<file path="config.mk">
export PLATFORM = sky130hd
export DESIGN_NAME = frodo_mac_lanes
export DESIGN_NICKNAME = d
export VERILOG_FILES = /design/src/rtl/frodo_mac_pkg.sv /design/src/rtl/frodo_mul_lane.sv /design/src/rtl/frodo_mac_lanes.sv
export SDC_FILE = /design/constraint.sdc
export NUM_CORES = 1
export LEC_CHECK = 0
export CAP_MARGIN = 10
export CORE_ASPECT_RATIO = 0.6
export CORE_MARGIN = 1
export CORE_UTILIZATION = 50
export DETAILED_ROUTE_END_ITERATION = 6
export PLACE_DENSITY = 0.71
export SLEW_MARGIN = 20
export SYNTH_ARGS = -nofsm -noshare
export SYNTH_HDL_FRONTEND = slang
export SYNTH_HIERARCHICAL = 1
export SYNTH_SLANG_ARGS = --single-unit
export TNS_END_PERCENT = 1
</file>
<file path="constraint.sdc">
create_clock -name clk -period 3.5 [get_ports clk]
set_input_delay 0.525 -clock clk [delete_from_list [all_inputs] [get_ports clk]]
set_output_delay 0.525 -clock clk [all_outputs]
set_load 0.03 [all_outputs]
</file>
<file path="src/rtl/frodo_mac_pkg.sv">
// rtl/frodo_mac_pkg.sv - shared constants and FSM state encoding for the Frodo MAC lanes
package frodo_mac_pkg;

  localparam int Q_BITS_640 = 15;
  localparam int Q_BITS_976 = 16;
  localparam int S_BITS_DEF = 5;
  localparam int N_LEN_640  = 640;

  typedef logic [0:0] state_t;
  localparam state_t IDLE = 1'b0;
  localparam state_t ACC  = 1'b1;

endpackage

</file>
<file path="src/rtl/frodo_mul_lane.sv">
// rtl/frodo_mul_lane.sv - one lane's unsigned-by-signed product, truncated mod 2^Q_BITS
module frodo_mul_lane
  import frodo_mac_pkg::*;
#(
  parameter int Q_BITS = Q_BITS_976,
  parameter int S_BITS = S_BITS_DEF
) (
  input  logic [Q_BITS-1:0] a,
  input  logic [S_BITS-1:0] s,
  output logic [Q_BITS-1:0] p
);

  // Only the low Q_BITS survive, so a Q x Q multiply by the sign-extended sample is exact.
  logic [Q_BITS-1:0] s_ext;

  assign s_ext = {{(Q_BITS - S_BITS){s[S_BITS-1]}}, s};
  assign p     = a * s_ext;

endmodule

</file>
<file path="src/rtl/frodo_mac_lanes.sv">
// rtl/frodo_mac_lanes.sv - multi-lane pipelined a*s+c inner-product engine with length check
module frodo_mac_lanes
  import frodo_mac_pkg::*;
#(
  parameter int LANES  = 4,
  parameter int Q_BITS = Q_BITS_976,
  parameter int S_BITS = S_BITS_DEF,
  parameter int N_LEN  = N_LEN_640,
  parameter int CNT_W  = 11
) (
  input  logic                    clk,
  input  logic                    rstn,
  input  logic                    in_valid,
  output logic                    in_ready,
  input  logic                    in_first,
  input  logic                    in_last,
  input  logic [LANES*Q_BITS-1:0] in_a,
  input  logic [LANES*S_BITS-1:0] in_s,
  input  logic [LANES*Q_BITS-1:0] in_c,
  output logic                    out_valid,
  input  logic                    out_ready,
  output logic [LANES*Q_BITS-1:0] out_data,
  output logic                    out_len_err
);

  localparam logic [CNT_W-1:0] CNT_MAX  = '1;
  localparam logic [CNT_W:0]   N_LEN_W  = (CNT_W + 1)'(N_LEN);
  localparam logic [CNT_W:0]   ONE_W    = (CNT_W + 1)'(1);

  typedef logic [LANES-1:0][Q_BITS-1:0] lanes_t;

  logic   advance, accept, s2_fire;
  logic   ready_en_q, ready_en_d;
  lanes_t prod;

  logic   s1_valid_q, s1_valid_d, s1_first_q, s1_first_d, s1_last_q, s1_last_d;
  lanes_t s1_p_q, s1_p_d, s1_c_q, s1_c_d;

  state_t           state_q, state_d;
  logic [CNT_W-1:0] cnt_q, cnt_d;
  logic             err_q, err_d;
  lanes_t           acc_q, acc_d, acc_sum;
  lanes_t           out_data_q, out_data_d;
  logic             out_valid_q, out_valid_d, out_len_err_q, out_len_err_d;
  logic             open_new, proto_err, len_bad;

  assign advance     = !(out_valid_q && !out_ready);
  assign in_ready    = ready_en_q && advance;
  assign accept      = in_valid && in_ready;
  assign s2_fire     = advance && s1_valid_q;
  assign out_valid   = out_valid_q;
  assign out_data    = out_data_q;
  assign out_len_err = out_len_err_q;

  for (genvar k = 0; k < LANES; k++) begin : g_lane
    frodo_mul_lane #(
      .Q_BITS(Q_BITS),
      .S_BITS(S_BITS)
    ) u_mul (
      .a(in_a[k*Q_BITS +: Q_BITS]),
      .s(in_s[k*S_BITS +: S_BITS]),
      .p(prod[k])
    );
  end

  always_comb begin
    ready_en_d = 1'b1;
    s1_valid_d = s1_valid_q;
    s1_first_d = s1_first_q;
    s1_last_d  = s1_last_q;
    s1_p_d     = s1_p_q;
    s1_c_d     = s1_c_q;
    if (advance) begin
      s1_valid_d = accept;
      if (accept) begin
        s1_first_d = in_first;
        s1_last_d  = in_last;
        s1_p_d     = prod;
        s1_c_d     = in_c;
      end
    end
  end

  // A beat opens a new vector when flagged first or when nothing is open (protocol error).
  always_comb begin
    open_new  = (state_q == IDLE) || s1_first_q;
    proto_err = (state_q == IDLE) ? !s1_first_q : s1_first_q;
    for (int k = 0; k < LANES; k++) begin
      acc_sum[k] = (open_new ? s1_c_q[k] : acc_q[k]) + s1_p_q[k];
    end
    // A saturated counter means the vector already exceeds any representable length.
    len_bad = open_new ? (N_LEN_W != ONE_W)
                       : ((cnt_q == CNT_MAX) || (({1'b0, cnt_q} + ONE_W) != N_LEN_W));
  end

  always_comb begin
    state_d       = state_q;
    cnt_d         = cnt_q;
    err_d         = err_q;
    acc_d         = acc_q;
    out_data_d    = out_data_q;
    out_valid_d   = out_valid_q;
    out_len_err_d = out_len_err_q;
    if (advance) out_valid_d = 1'b0;
    if (s2_fire) begin
      acc_d = acc_sum;
      if (s1_last_q) begin
        out_valid_d   = 1'b1;
        out_data_d    = acc_sum;
        out_len_err_d = (state_q == IDLE && s1_first_q) ? 1'b0 : (len_bad || proto_err || err_q);
        state_d       = IDLE;
        cnt_d         = '0;
        err_d         = 1'b0;
      end else begin
        state_d = ACC;
        cnt_d   = open_new ? CNT_W'(1) : ((cnt_q == CNT_MAX) ? cnt_q : cnt_q + CNT_W'(1));
        err_d   = err_q || proto_err;
      end
    end
  end

  always_ff @(posedge clk or negedge rstn) begin
    if (!rstn) begin
      ready_en_q    <= 1'b0;
      s1_valid_q    <= 1'b0;
      s1_first_q    <= 1'b0;
      s1_last_q     <= 1'b0;
      s1_p_q        <= '0;
      s1_c_q        <= '0;
      state_q       <= IDLE;
      cnt_q         <= '0;
      err_q         <= 1'b0;
      acc_q         <= '0;
      out_data_q    <= '0;
      out_valid_q   <= 1'b0;
      out_len_err_q <= 1'b0;
    end else begin
      ready_en_q    <= ready_en_d;
      s1_valid_q    <= s1_valid_d;
      s1_first_q    <= s1_first_d;
      s1_last_q     <= s1_last_d;
      s1_p_q        <= s1_p_d;
      s1_c_q        <= s1_c_d;
      state_q       <= state_d;
      cnt_q         <= cnt_d;
      err_q         <= err_d;
      acc_q         <= acc_d;
      out_data_q    <= out_data_d;
      out_valid_q   <= out_valid_d;
      out_len_err_q <= out_len_err_d;
    end
  end

endmodule

</file>
==> key figures <==
Critical path
  • Crit Path Class: input pin to flip-flop
  • Crit. End Element: flip-flop
  • Critical Path RT: 3.93 ns
  • WP data arrival: 4.02 ns
  • Max Fanout on Critical Path: 5
  • CP startpoint kind: input pin

Timing
  • Final Skew: 0.0166 ns
  • Unrepaired setup endpoints after global routing: true
  • Final TNS setup: -0.445 ns
  • Least-Margin Pin Slew: 0.726 ns
  • Final setup fails: 11
  • Final Max Tran Viols: 0
  • Part of the cycle the worst path needs: 103%
  • Min Tclk post-route: 3.59 ns
  • Final hold vios: 0
  • Final setup margin: -0.0935 ns
  • FMAX: 278 MHz
  • Max_slew headroom: 51.6%

Clock tree
  • Skew-Pair Late Insertion Delay: 0.56 ns
  • Clock sink count: 275
  • Clock tree from TritonCTS: done
  • Clk slew on worst S/H paths: 0.06 ns
  • Root buf cell: clkbuf_16
  • Inserted Clock Buffers: 28
  • H-tree Lvls: 1
  • Worst-case clock buffer depth: 3

Status
  • Failing checks: negative setup slack
  • Status: complete, but fails checks

Logic synthesis
  • FFs w/ async S/R, synth: 100%
  • Mapped Nets: 2827
  • Multiplexer area fraction after synthesis: 11.2%
  • Largest family of logic cells by synthesized area: adder cells
  • Seq cells post-synth: 275
  • Dominant cell type by area after synthesis: dfrtp_1
  • Synth top area share: 30.1%
  • Ranking of synthesized cells by area: dfrtp_1 30%, fa_1 13%, mux2_2 11%
  • Adder-Cell Fraction of Synth Area: 22.8%
  • Post-synth EDFFs: 0
  • Post-synthesis sequential area ratio: 30.1%
  • Synth Instances: 2345
  • Top FF cell, synth: dfrtp_1
  • Ys Warns: 6
  • Post-synthesis compound-gate area fraction: 9.16%
  • Simple-gate share of the synthesized area: 16.2%
  • Syn Area/Cell: 9.73 µm²
  • Cell Area, Synth: 0.0228 mm²
  • Synth cell types: 73
  • Post-synthesis xor/xnor area fraction: 4.34%

Floorplanning
  • I/O pins: 221
  • Die footprint: 0.0465 mm²
  • Core box area: 0.0449 mm²
  • Die width: 278 µm
  • Die Ht: 168 µm
  • FP Rows: 60
  • Initial Util: 50.8%

Detailed routing
  • Vias/cell: 5.33
  • Initial DRC Count: 989
  • Antenna-violating nets left: 0
  • Vias: 17704
  • WL final: 56600 µm
  • # DRC: 0
  • WL/cell: 17.1 µm
  • First drt pass iteration count: 5

Layout
  • Area occupied by registers: 0.00688 mm²
  • Layout area overhead: 25.2%
  • Nets: 3190
  • Design Area, Final: 0.0286 mm²
  • Multi-input gate area: 0.0152 mm²
  • Ratio of cells with drive above 1 in the final layout: 23.6%
  • Filler cell count: 3653

Run
  • Max cap viols: 0

GRT
  • Vias in the first global route: 18144
  • Initial antenna violation count: 1
  • Congestion Overflow GR: 0
  • Pin count of the biggest net entering global routing: 128
  • Overall routing resource usage: 24.6%
  • First-pass GRT wire length: 93400 µm

Placement
  • Port bufs: 220
  • DP Area: 0.0270 mm²
  • GP Congestion: 0.871
  • Post-Place Setup Slack: -1.18 ns
  • Dpl hpwl: 43800 µm

Pwr
  • Cell-internal power: 0.0124 W
  • Sw power: 0.00908 W
  • Share of total power in combinational logic: 60.9%
  • Clock power frac: 14.8%
  • Cell Pwr Density: 752 mW/mm²
  • Net Sw Frac: 42.2%
  • Worst IR Drop VDD: 0.000643 V
  • Pleak: 13.4 nW
  • Seq pwr share: 24.3%

Hold path
  • HP Class: input pin to asynchronous set/reset pin
placed cells by master, fill, tap and decap left out, types with 19 or more instances in the layout:
cell type / synthesis / routed
o21ai_0: 69 / 62
nand2_1: 231 / 220
a21oi_1: 86 / 72
nor2_1: 104 / 93
clkdlybuf4s50_1: 0 / 156
ha_4: 0 / 29
nand2b_1: 23 / 19
clkbuf_16: 0 / 29
xnor2_1: 97 / 97
a21o_1: 27 / 27
nand3_1: 40 / 39
ha_1: 180 / 149
mux2_2: 222 / 219
and2_1: 213 / 199
dfrtp_1: 275 / 275
buf_4: 2 / 184
inv_1: 279 / 269
fa_1: 148 / 144
worst max-delay path: stages:
cell     delay (ns)
buf_4          0.13
and2_4         0.15
fa_1           0.46
fa_1           0.57
inv_2          0.04
fa_1           0.51
inv_2          0.05
ha_4           0.21
nor2b_4        0.12
o31a_1         0.28
o31ai_4        0.30
nand3_2        0.10
a31oi_2        0.20
xnor2_1        0.10
mux2_4         0.27
registers in the layout (all words and copies together), names as in the netlist:
name / count
state_q: 1
acc_q: 64
out_len_err: 1
s1_first_q: 1
cnt_q: 11
ready_en_q: 1
out_data: 64
s1_c_q: 64
err_q: 1
out_valid: 1
s1_last_q: 1
s1_p_q: 64
s1_valid_q: 1
cell families (layout without fill, tap and decap cells):
group	count (synthesis)	after routing
other	1	2
AOI/OAI and AO/OA	315	315
DFF	275	275
adders and majority gates	328	328
and+or+nand+nor	726	726
muxes	227	227
xor gates and xnor gates	113	113
buffers and inverters	360	745
metal layers:
| layer | track usage [%] | vias to the layer above | share of wire, % |
|---|---|---|---|
| met5 | 0 | - | 0 |
| met4 | 5.72 | 0 | 2.4 |
| met3 | 2.94 | 78 | 3.7 |
| met2 | 40.2 | 344 | 47 |
| met1 | 35.1 | 8765 | 47 |
| li1 | - | 8517 | - |
metrics by stage:
step	std cells	power, W	hold slack, ns	util (%)
global placement	3246	0.0173	0.439	60.2
finish	3320	0.0215	0.459	63.7
global route	3320	0.0232	0.458	63.7
CTS	3312	0.0213	0.433	63.1
floorplan	2345	0.0138	0.229	-
detailed placement	3246	0.0178	0.438	60.2
path summary, 6_finish.rpt:
path / start / endpoint / slack (ns) / depth (start not counted)
worst max-delay path: in_a[19] / s1_p_q[31] / -0.09 / 15
worst min-delay path: rstn / out_data[55] / 0.46 / 2
worst max register to register: s1_first_q / out_data[11] / 0.14 / 11
worst min register to register: acc_q[16] / acc_q[16] / 0.47 / 2
max in group asynchronous: rstn / s1_p_q[38] / 2.00 / 3
min in group clk: acc_q[16] / acc_q[16] / 0.47 / 2
cells in the mapped netlist (9+ instances only):
library cell and number:
inv_1 279, dfrtp_1 275, nand2_1 231, mux2_2 222, and2_1 213, ha_1 180
fa_1 148, nor2_1 104, xnor2_1 97, a21oi_1 86, o21ai_0 69, clkbuf_1 58
nand3_1 40, a21o_1 27, nand2b_1 23, nor2b_1 22, o21a_1 17, nand4_1 16
xor2_1 16, a31oi_1 15, o31ai_1 14, nor3_1 13, buf_2 11, o211ai_1 11
a31o_2 10, or4_1 9
power by group through the flow:
stage               clock network [W]  logic, W  registers, W
global placement                    0    0.0121       0.00522
floorplan                           0   0.00807       0.00569
global route                  0.00340    0.0144       0.00536
CTS                           0.00326    0.0128       0.00523
detailed placement                  0    0.0125       0.00527
finish                        0.00319    0.0131       0.00522
repair_timing:
action                                  4_1_cts  5_1_grt
pin swaps                                    42       70
hold endpoints to repair                     41        0
resized for setup                           189      121
hold buffers                                  1        0
endpoints found under the setup margin       36       31
buffers inserted                             13        8
layout make-up:
cell class              count  share of cell area (%)
well taps                 589                    2.58
inverters                 279                    3.69
clock buffers              39                    2.78
clock inverters            13                   0.648
flip-flops and latches    275                    24.1
diodes                      1                 0.00876
repair buffers            414                    12.9
multi-input cells        1710                    53.3
Note: power is estimated with default switching activity, not from simulation.
